===== config.mk =====
export PLATFORM = sky130hd
export DESIGN_NAME = alu_bist_flat
export DESIGN_NICKNAME = d
export VERILOG_FILES = /design/src/rtl/cpu_types_pkg.sv /design/src/rtl/alu_if.sv /design/src/rtl/lfsr32.sv /design/src/rtl/alu_bist.sv /design/src/flat_wrapper.sv
export SDC_FILE = /design/constraint.sdc
export NUM_CORES = 1
export LEC_CHECK = 0
export CORE_MARGIN = 2
export CORE_UTILIZATION = 46
export DETAILED_ROUTE_END_ITERATION = 7
export PLACE_DENSITY = 0.88
export SLEW_MARGIN = 20
export SYNTH_ARGS = -nofsm -noshare
export SYNTH_HDL_FRONTEND = slang
export SYNTH_HIERARCHICAL = 1
export SYNTH_SLANG_ARGS = --single-unit

===== constraint.sdc =====
create_clock -name CLK -period 2 [get_ports CLK]
set_clock_uncertainty 0.2 [all_clocks]
set_input_delay 0.2 -clock CLK [delete_from_list [all_inputs] [get_ports CLK]]
set_output_delay 0.2 -clock CLK [all_outputs]
set_load 0.05 [all_outputs]

===== src/rtl/cpu_types_pkg.sv =====
// Shared CPU datapath types plus the constants used by the ALU self-test.
package cpu_types_pkg;

    typedef logic [31:0] word_t;

    typedef enum logic [3:0] {
        ALU_SLL,
        ALU_SRL,
        ALU_SRA,
        ALU_ADD,
        ALU_SUB,
        ALU_AND,
        ALU_OR,
        ALU_XOR,
        ALU_SLT,
        ALU_SLTU
    } aluop_t;

    localparam int unsigned ALU_OP_COUNT = 10;
    localparam word_t       BIST_POLY    = 32'h0040_0007;

    typedef enum logic [1:0] {
        BIST_IDLE,
        BIST_RUN,
        BIST_DONE
    } bist_state_t;

    // One shift of a left-shifting Galois LFSR with the given feedback taps.
    function automatic word_t galois_step(word_t q, word_t poly);
        return {q[30:0], 1'b0} ^ (q[31] ? poly : '0);
    endfunction

endpackage


===== src/rtl/alu_if.sv =====
// Connection bundle between the ALU and whoever drives its operands.
interface alu_if;
    import cpu_types_pkg::*;

    word_t  PORTA;
    word_t  PORTB;
    aluop_t ALUOP;
    word_t  OUTPORT;
    logic   NEG;
    logic   OVF;
    logic   ZERO;

    modport tb  (output PORTA, PORTB, ALUOP, input  OUTPORT, NEG, OVF, ZERO);
    modport alu (input  PORTA, PORTB, ALUOP, output OUTPORT, NEG, OVF, ZERO);

endinterface


===== src/rtl/lfsr32.sv =====
// 32-bit Galois LFSR with synchronous seed load and an XOR input, so the
// same block serves as an operand generator (din=0) or as a MISR.
module lfsr32
    import cpu_types_pkg::*;
#(
    parameter word_t SEED = 32'h0000_0001,
    parameter word_t POLY = BIST_POLY
) (
    input  logic  clk_i,
    input  logic  rst_i,
    input  logic  load_i,
    input  logic  advance_i,
    input  word_t din_i,
    output word_t q_o
);

    word_t q_q;
    word_t q_d;

    // Load wins over advance; otherwise shift and fold in din.
    always_comb begin
        q_d = q_q;
        if (load_i) begin
            q_d = SEED;
        end else if (advance_i) begin
            q_d = galois_step(q_q, POLY) ^ din_i;
        end
    end

    // State register, seeded on reset.
    always_ff @(posedge clk_i or posedge rst_i) begin
        if (rst_i) begin
            q_q <= SEED;
        end else begin
            q_q <= q_d;
        end
    end

    assign q_o = q_q;

endmodule


===== src/rtl/alu_bist.sv =====
// ALU built-in self-test: sweeps every opcode with LFSR operand pairs,
// compresses the ALU response into a MISR and compares it to GOLDEN.
module alu_bist
    import cpu_types_pkg::*;
#(
    parameter int unsigned NVEC   = 256,
    parameter word_t       SEED_A = 32'h0000_0001,
    parameter word_t       SEED_B = 32'h0000_0002,
    parameter word_t       GOLDEN = 32'h0000_0000
) (
    input  logic  CLK,
    input  logic  RST,
    input  logic  start,
    alu_if.tb     aluif,
    output logic  busy,
    output logic  done,
    output logic  pass,
    output word_t signature
);

    localparam int unsigned   CW         = (NVEC > 1) ? $clog2(NVEC) : 1;
    localparam logic [CW-1:0] VEC_LAST   = CW'(NVEC - 1);
    localparam logic [3:0]    OP_LAST    = 4'(ALU_OP_COUNT - 1);
    localparam word_t         SEED_A_EFF = (SEED_A == '0) ? 32'h0000_0001 : SEED_A;
    localparam word_t         SEED_B_EFF = (SEED_B == '0) ? 32'h0000_0001 : SEED_B;

    bist_state_t   state_q;
    logic          busy_q;
    logic          done_q;
    logic [CW-1:0] vec_q;
    logic [3:0]    op_q;

    logic  accept;
    word_t opa;
    word_t opb;
    word_t sig;
    word_t misr_din;

    assign accept = start && (state_q != BIST_RUN);

    // Fold the ALU result and flags into the MISR input word.
    always_comb begin
        misr_din = aluif.OUTPORT ^ {29'b0, aluif.NEG, aluif.OVF, aluif.ZERO};
    end

    lfsr32 #(.SEED(SEED_A_EFF), .POLY(BIST_POLY)) u_lfsr_a (
        .clk_i     (CLK),
        .rst_i     (RST),
        .load_i    (accept),
        .advance_i (busy_q),
        .din_i     ('0),
        .q_o       (opa)
    );

    lfsr32 #(.SEED(SEED_B_EFF), .POLY(BIST_POLY)) u_lfsr_b (
        .clk_i     (CLK),
        .rst_i     (RST),
        .load_i    (accept),
        .advance_i (busy_q),
        .din_i     ('0),
        .q_o       (opb)
    );

    lfsr32 #(.SEED('0), .POLY(BIST_POLY)) u_misr (
        .clk_i     (CLK),
        .rst_i     (RST),
        .load_i    (accept),
        .advance_i (busy_q),
        .din_i     (misr_din),
        .q_o       (sig)
    );

    // Sequencer: opcode outer loop, vector inner loop, registered busy/done.
    always_ff @(posedge CLK or posedge RST) begin
        if (RST) begin
            state_q <= BIST_IDLE;
            busy_q  <= 1'b0;
            done_q  <= 1'b0;
            vec_q   <= '0;
            op_q    <= '0;
        end else begin
            case (state_q)
                BIST_IDLE, BIST_DONE: begin
                    if (start) begin
                        state_q <= BIST_RUN;
                        busy_q  <= 1'b1;
                        done_q  <= 1'b0;
                        vec_q   <= '0;
                        op_q    <= '0;
                    end
                end
                BIST_RUN: begin
                    if (vec_q == VEC_LAST) begin
                        vec_q <= '0;
                        if (op_q == OP_LAST) begin
                            state_q <= BIST_DONE;
                            busy_q  <= 1'b0;
                            done_q  <= 1'b1;
                            op_q    <= '0;
                        end else begin
                            op_q <= op_q + 4'd1;
                        end
                    end else begin
                        vec_q <= vec_q + 1'b1;
                    end
                end
                default: begin
                    state_q <= BIST_IDLE;
                    busy_q  <= 1'b0;
                    done_q  <= 1'b0;
                end
            endcase
        end
    end

    // Operands are only presented while vectors are being applied.
    always_comb begin
        aluif.PORTA = busy_q ? opa : '0;
        aluif.PORTB = busy_q ? opb : '0;
        aluif.ALUOP = busy_q ? aluop_t'(op_q) : ALU_SLL;
    end

    assign busy      = busy_q;
    assign done      = done_q;
    assign signature = sig;
    assign pass      = done_q && (sig == GOLDEN);

endmodule

===== src/flat_wrapper.sv =====
// flat-port wrapper written by rule: the top's interface ports become plain ports
module alu_bist_flat import cpu_types_pkg::*;
#(
    parameter int unsigned NVEC   = 256,
    parameter word_t       SEED_A = 32'h0000_0001,
    parameter word_t       SEED_B = 32'h0000_0002,
    parameter word_t       GOLDEN = 32'h0000_0000
)
  (CLK, RST, start, busy, done, pass, signature, aluif_PORTA, aluif_PORTB, aluif_ALUOP, aluif_OUTPORT, aluif_NEG, aluif_OVF, aluif_ZERO);
  alu_if aluif_i ();
  input  logic CLK;
  input  logic RST;
  input  logic start;
  output logic busy;
  output logic done;
  output logic pass;
  output word_t signature;
  output wire logic [$bits(aluif_i.PORTA)-1:0] aluif_PORTA;
  output wire logic [$bits(aluif_i.PORTB)-1:0] aluif_PORTB;
  output wire logic [$bits(aluif_i.ALUOP)-1:0] aluif_ALUOP;
  input wire logic [$bits(aluif_i.OUTPORT)-1:0] aluif_OUTPORT;
  input wire logic [$bits(aluif_i.NEG)-1:0] aluif_NEG;
  input wire logic [$bits(aluif_i.OVF)-1:0] aluif_OVF;
  input wire logic [$bits(aluif_i.ZERO)-1:0] aluif_ZERO;
  assign aluif_PORTA = aluif_i.PORTA;
  assign aluif_PORTB = aluif_i.PORTB;
  assign aluif_ALUOP = aluif_i.ALUOP;
  assign aluif_i.OUTPORT = aluif_OUTPORT;
  assign aluif_i.NEG = aluif_NEG;
  assign aluif_i.OVF = aluif_OVF;
  assign aluif_i.ZERO = aluif_ZERO;
  alu_bist #(.NVEC(NVEC), .SEED_A(SEED_A), .SEED_B(SEED_B), .GOLDEN(GOLDEN)) u_core (.CLK(CLK), .RST(RST), .start(start), .aluif(aluif_i), .busy(busy), .done(done), .pass(pass), .signature(signature));
endmodule

==> report_table.html <==
<table>
<tr><th>Metric</th><th>Value</th></tr>
<tr><th colspan="2">Outcome</th></tr>
<tr><td>Run status</td><td>finished, violations left</td></tr>
<tr><td>Failing checks</td><td>setup timing</td></tr>
<tr><th colspan="2">Final layout</th></tr>
<tr><td>Area growth from synthesis to layout</td><td>49.9%</td></tr>
<tr><td>Layout filler cell count</td><td>roughly 880</td></tr>
<tr><td>Count of inserted antenna diode cells</td><td>0</td></tr>
<tr><td>Most common cell after layout, fill and taps aside</td><td>sky130_fd_sc_hd__dfrtp_1</td></tr>
<tr><td>Final-stage net count</td><td>857</td></tr>
<tr><td>Layout cell share with drive strength beyond 1</td><td>19.1%</td></tr>
<tr><td>Design Area, Final</td><td>9040 sq um</td></tr>
<tr><td>Most frequent cells in the layout</td><td>sky130_fd_sc_hd__dfrtp_1, sky130_fd_sc_hd__nor2_1, sky130_fd_sc_hd__xnor2_1</td></tr>
<tr><th colspan="2">Route</th></tr>
<tr><td>Via count of the routed design</td><td>between 4k and 5k</td></tr>
<tr><td>Antenna-violating nets left</td><td>0</td></tr>
<tr><td>First-pass detailed-route iteration total</td><td>4</td></tr>
<tr><td>Vias per cell</td><td>between 4 and 5</td></tr>
<tr><td>Met2 wire len</td><td>between 7 and 8 mm</td></tr>
<tr><td>Number of violations reported at the end of detailed-routing iteration 0</td><td>between 300 and 400</td></tr>
<tr><td>Total met3 wirelength after detailed routing</td><td>approximately 830 um</td></tr>
<tr><td>M1 WL</td><td>slightly above 6 mm</td></tr>
<tr><td>DRC Markers</td><td>0</td></tr>
<tr><td>Average wire length per cell after detail routing</td><td>approximately 15 um</td></tr>
<tr><td>Top routing layer used</td><td>met4</td></tr>
<tr><td>Overall routed net length</td><td>15.3 mm</td></tr>
<tr><th colspan="2">Synth</th></tr>
<tr><td>Proportion of register bits with asynchronous set or reset after synthesis</td><td>100%</td></tr>
<tr><td>Predominant post-synthesis flop cell</td><td>sky130_fd_sc_hd__dfrtp_1</td></tr>
<tr><td>Number of enable flip-flop cells after synthesis</td><td>0</td></tr>
<tr><td>Cell area after synthesis</td><td>around 6000 sq um</td></tr>
<tr><td>Avg Synthesized Cell Area</td><td>9.95 sq um</td></tr>
<tr><td>Number of instances in the synthesized netlist</td><td>slightly above 600</td></tr>
<tr><td>Synth warn</td><td>6</td></tr>
<tr><td>Distinct cell type count of the synthesized netlist</td><td>between 40 and 50</td></tr>
<tr><td>Share of synthesized area occupied by flip-flops and latches</td><td>between 40 and 50%</td></tr>
<tr><td>Flip-flop and latch count after synthesis</td><td>around 110</td></tr>
<tr><th colspan="2">Placed design</th></tr>
<tr><td>Placement Cell Area</td><td>between 8000 and 9000 sq um</td></tr>
<tr><td>Routability cong.</td><td>~0.85</td></tr>
<tr><td># port buffers</td><td>between 100 and 150</td></tr>
<tr><td>Detailed placer's ending HPWL</td><td>~11 mm</td></tr>
<tr><th colspan="2">Setup path</th></tr>
<tr><td>Startpoint kind of the worst setup timing path</td><td>flop</td></tr>
<tr><td>Largest fanout on the critical path</td><td>4</td></tr>
<tr><td>Data arrival at the endpoint of the critical path</td><td>between 1.5 and 2 ns</td></tr>
<tr><td>Endpoint kind of the worst setup timing path</td><td>output pin</td></tr>
<tr><td>Start-to-end type of the worst setup path</td><td>reg2out</td></tr>
<tr><td>Worst R2R Path Depth</td><td>4</td></tr>
<tr><td>Data required time of the critical path</td><td>1.60 ns</td></tr>
<tr><th colspan="2">Pwr</th></tr>
<tr><td>Internal Pwr Total</td><td>between 7 and 8 mW</td></tr>
<tr><td>Power per cell area</td><td>1590 nW/um^2</td></tr>
<tr><td>Pleak</td><td>between 3 and 4 nW</td></tr>
<tr><td>Final total power</td><td>14.3 mW</td></tr>
<tr><td>Proportion of power drawn by combinational gates</td><td>between 50% and 60%</td></tr>
<tr><td>Peak supply drop</td><td>about 0.0010 V</td></tr>
<tr><td>Switching Share</td><td>around 45%</td></tr>
<tr><td>Part of the total power dissipated in sequential elements</td><td>a little under a third</td></tr>
<tr><td>Switching Power</td><td>about 6.4 mW</td></tr>
<tr><td>Portion of total power attributed to the clock network</td><td>around an eighth</td></tr>
<tr><th colspan="2">CTS</th></tr>
<tr><td>Max Buffers Root-to-Sink</td><td>2</td></tr>
<tr><td>H-tree lvl count</td><td>3</td></tr>
<tr><td>Clock Pin Slew Worst Setup and Hold Paths</td><td>around 0.07 ns</td></tr>
<tr><td>Worst-skew pair later-pin latency</td><td>between 0.3 and 0.4 ns</td></tr>
<tr><td>Number of hold-repair buffers added at the cts stage</td><td>0</td></tr>
<tr><td>Number of sinks handled by clock tree synthesis</td><td>between 100 and 150</td></tr>
<tr><td>TritonCTS clock tree</td><td>yes</td></tr>
<tr><td>Clock buffer count from CTS</td><td>9</td></tr>
<tr><td>Root Buffer</td><td>sky130_fd_sc_hd__clkbuf_16</td></tr>
<tr><th colspan="2">Floorplanning</th></tr>
<tr><td>Initial standard-cell utilization of the core</td><td>between 40 and 50%</td></tr>
<tr><td>Io pins</td><td>141</td></tr>
<tr><td>Placeable Area</td><td>about 13,000 sq um</td></tr>
<tr><td>DIE AREA</td><td>14,000 sq um</td></tr>
<tr><td>Width of the chip</td><td>118 um</td></tr>
<tr><td>Vertical die dimension</td><td>around 120 um</td></tr>
<tr><td>Row count</td><td>around 40</td></tr>
<tr><th colspan="2">Global routing</th></tr>
<tr><td>GR Util All Layers</td><td>22.4%</td></tr>
<tr><td>Wire length of the first global-routing pass</td><td>around 25 mm</td></tr>
<tr><td>Grt total ovfl</td><td>0</td></tr>
<tr><td>Initial antenna violation count</td><td>0</td></tr>
<tr><td>Number of global-route vias before repair</td><td>a little over 5k</td></tr>
<tr><td>Pin count of the biggest net entering global routing</td><td>42</td></tr>
<tr><th colspan="2">STA</th></tr>
<tr><td>Shortest period the worst path allows</td><td>about 2.1 ns</td></tr>
<tr><td>Measured slew at the worst slew-check pin</td><td>between 0.5 and 0.6 ns</td></tr>
<tr><td>Number of pins with negative max-slew slack in the final report</td><td>0</td></tr>
<tr><td>Worst slew margin relative to its limit</td><td>between 60% and 70%</td></tr>
<tr><td>Final Cycle Share</td><td>105%</td></tr>
<tr><td>Setup repair after global routing missed its margin</td><td>yes</td></tr>
<tr><td>Final setup violation count</td><td>1</td></tr>
<tr><td>Final hold violation count</td><td>0</td></tr>
<tr><td>Setup slack of the critical path after layout</td><td>-0.103 ns</td></tr>
<tr><td>Upper clock frequency limit</td><td>roughly 480 MHz</td></tr>
<tr><th colspan="2">Flow run</th></tr>
<tr><td># Max-Cap Violations</td><td>0</td></tr>
<tr><th colspan="2">Worst hold path</th></tr>
<tr><td>Path type of the worst min-delay path</td><td>in2async</td></tr>
</table>
==> cell type report <==
class                      instances  area [sq um]  share of cell area (%)
tap                              172           215                    2.38
sequential                       111          2790                    30.8
clock buffer                      16           282                    3.12
timing repair buffer             177          2390                    26.4
inverter                           8          30.0                   0.332
multi-input combinational        509          3330                    36.9
==> worst paths after layout <==
check	startpoint	end	slack, ns
min in group CLK	aluif_OUTPORT[11]	u_core/u_misr/q_o[11]$_DFFE_PP0P_	0.30
min	RST	u_core/op_q[1]$_DFFE_PP0P_	0.16
max	u_core/u_misr/q_o[6]$_DFFE_PP0P_	pass	-0.10
min reg2reg	u_core/vec_q[6]$_DFFE_PP0P_	u_core/vec_q[6]$_DFFE_PP0P_	0.32
max reg2reg	u_core/state_q[1]$_DFFE_PP0P_	u_core/op_q[3]$_DFFE_PP0P_	0.09
max in group asynchronous	RST	u_core/busy$_DFFE_PP0P_	1.01
==> cells by family (layout without fill, tap and decap cells) <==
kind of cell | count (synthesis) | count (layout) | synth area share [%]
and+or+nand+nor | 220 | 220 | 18.7
AOI/OAI and AO/OA | 114 | 114 | 13.7
DFF | 111 | 111 | 46.1
xor gates and xnor gates | 103 | 103 | 16.0
buffers and inverters | 49 | 201 | 4.01
muxes | 5 | 5 | 0.830
adders and majority gates | 3 | 3 | 0.623
other | 1 | 64 | 0.0622
==> worst max-delay path, cell delays in order (launching register included) <==
cell and delay, ns:
sky130_fd_sc_hd__dfrtp_1 0.43, sky130_fd_sc_hd__nor4_2 0.29, sky130_fd_sc_hd__nand4_1 0.20, sky130_fd_sc_hd__nor3_4 0.26, sky130_fd_sc_hd__buf_12 0.16
==> cells in the mapped netlist (3+ instances only) <==
| cell type | count | area (sq um) |
|---|---|---|
| sky130_fd_sc_hd__nand4_1 | 3 | 18.8 |
| sky130_fd_sc_hd__nor4_1 | 6 | 37.5 |
| sky130_fd_sc_hd__ha_1 | 3 | 37.5 |
| sky130_fd_sc_hd__inv_1 | 8 | 30.0 |
| sky130_fd_sc_hd__a21oi_1 | 4 | 20.0 |
| sky130_fd_sc_hd__clkbuf_1 | 21 | 78.8 |
| sky130_fd_sc_hd__nand2b_1 | 7 | 43.8 |
| sky130_fd_sc_hd__nand3_1 | 6 | 30.0 |
| sky130_fd_sc_hd__buf_4 | 8 | 60.1 |
| sky130_fd_sc_hd__nand2_1 | 13 | 48.8 |
| sky130_fd_sc_hd__a211oi_1 | 86 | 646 |
| sky130_fd_sc_hd__buf_2 | 9 | 45.0 |
| sky130_fd_sc_hd__o21ai_0 | 11 | 55.1 |
| sky130_fd_sc_hd__o221ai_1 | 4 | 35.0 |
| sky130_fd_sc_hd__and2_1 | 69 | 432 |
| sky130_fd_sc_hd__dfrtp_1 | 109 | 2730 |
| sky130_fd_sc_hd__xnor2_1 | 88 | 771 |
| sky130_fd_sc_hd__xor2_1 | 11 | 96.3 |
| sky130_fd_sc_hd__mux2i_1 | 5 | 50.1 |
| sky130_fd_sc_hd__nor2_1 | 97 | 364 |
| sky130_fd_sc_hd__xor3_1 | 4 | 95.1 |
| sky130_fd_sc_hd__nand3b_1 | 3 | 22.5 |
==> repair_timing <==
action / in CTS / in global routing
resized for setup: 23 / 8
pin swaps: 7 / 3
buffers inserted: 4 / 1
endpoints found under the setup margin: 25 / 8
==> through the flow <==
step           utilization, %  std cells  TNS (ns)  hold WS [ns]  setup WS [ns]
3_5_place_dp             68.0        972         0         0.304         0.0226
5_1_grt                  71.0        993    -0.186         0.245         -0.186
6_report                 71.0        993    -0.103         0.163         -0.103
3_3_place_gp             68.0        972         0         0.302         0.0762
4_1_cts                  70.7        992    -0.116         0.188         -0.116
2_1_floorplan               -        669         0       -0.0987         0.0107
==> sequential cells by signal, indices dropped and copies added, names as in the netlist <==
signal	count
u_core/op_q	4
u_core/u_misr/q_o	32
u_core/u_lfsr_a/q_o	32
u_core/state_q	2
u_core/busy	1
u_core/vec_q	8
u_core/u_lfsr_b/q_o	32
==> power groups by stage <==
stage | Clock, mW | Combinational [mW] | Sequential, mW
6_report | 1.73 | 8.23 | 4.38
4_1_cts | 1.77 | 8.22 | 4.35
5_1_grt | 1.86 | 8.64 | 4.54
2_1_floorplan | 0 | 4.04 | 5.10
3_5_place_dp | 0 | 8.21 | 4.34
3_3_place_gp | 0 | 8.03 | 4.29
==> per-layer routing <==
metal / GRT usage (%) / up-vias
met1: 26.9 / 2378
li1: - / 2424
met5: 0 / -
met4: 8.63 / 0
met2: 37.6 / 116
met3: 6.90 / 39
(Power assumes the default switching activity.)
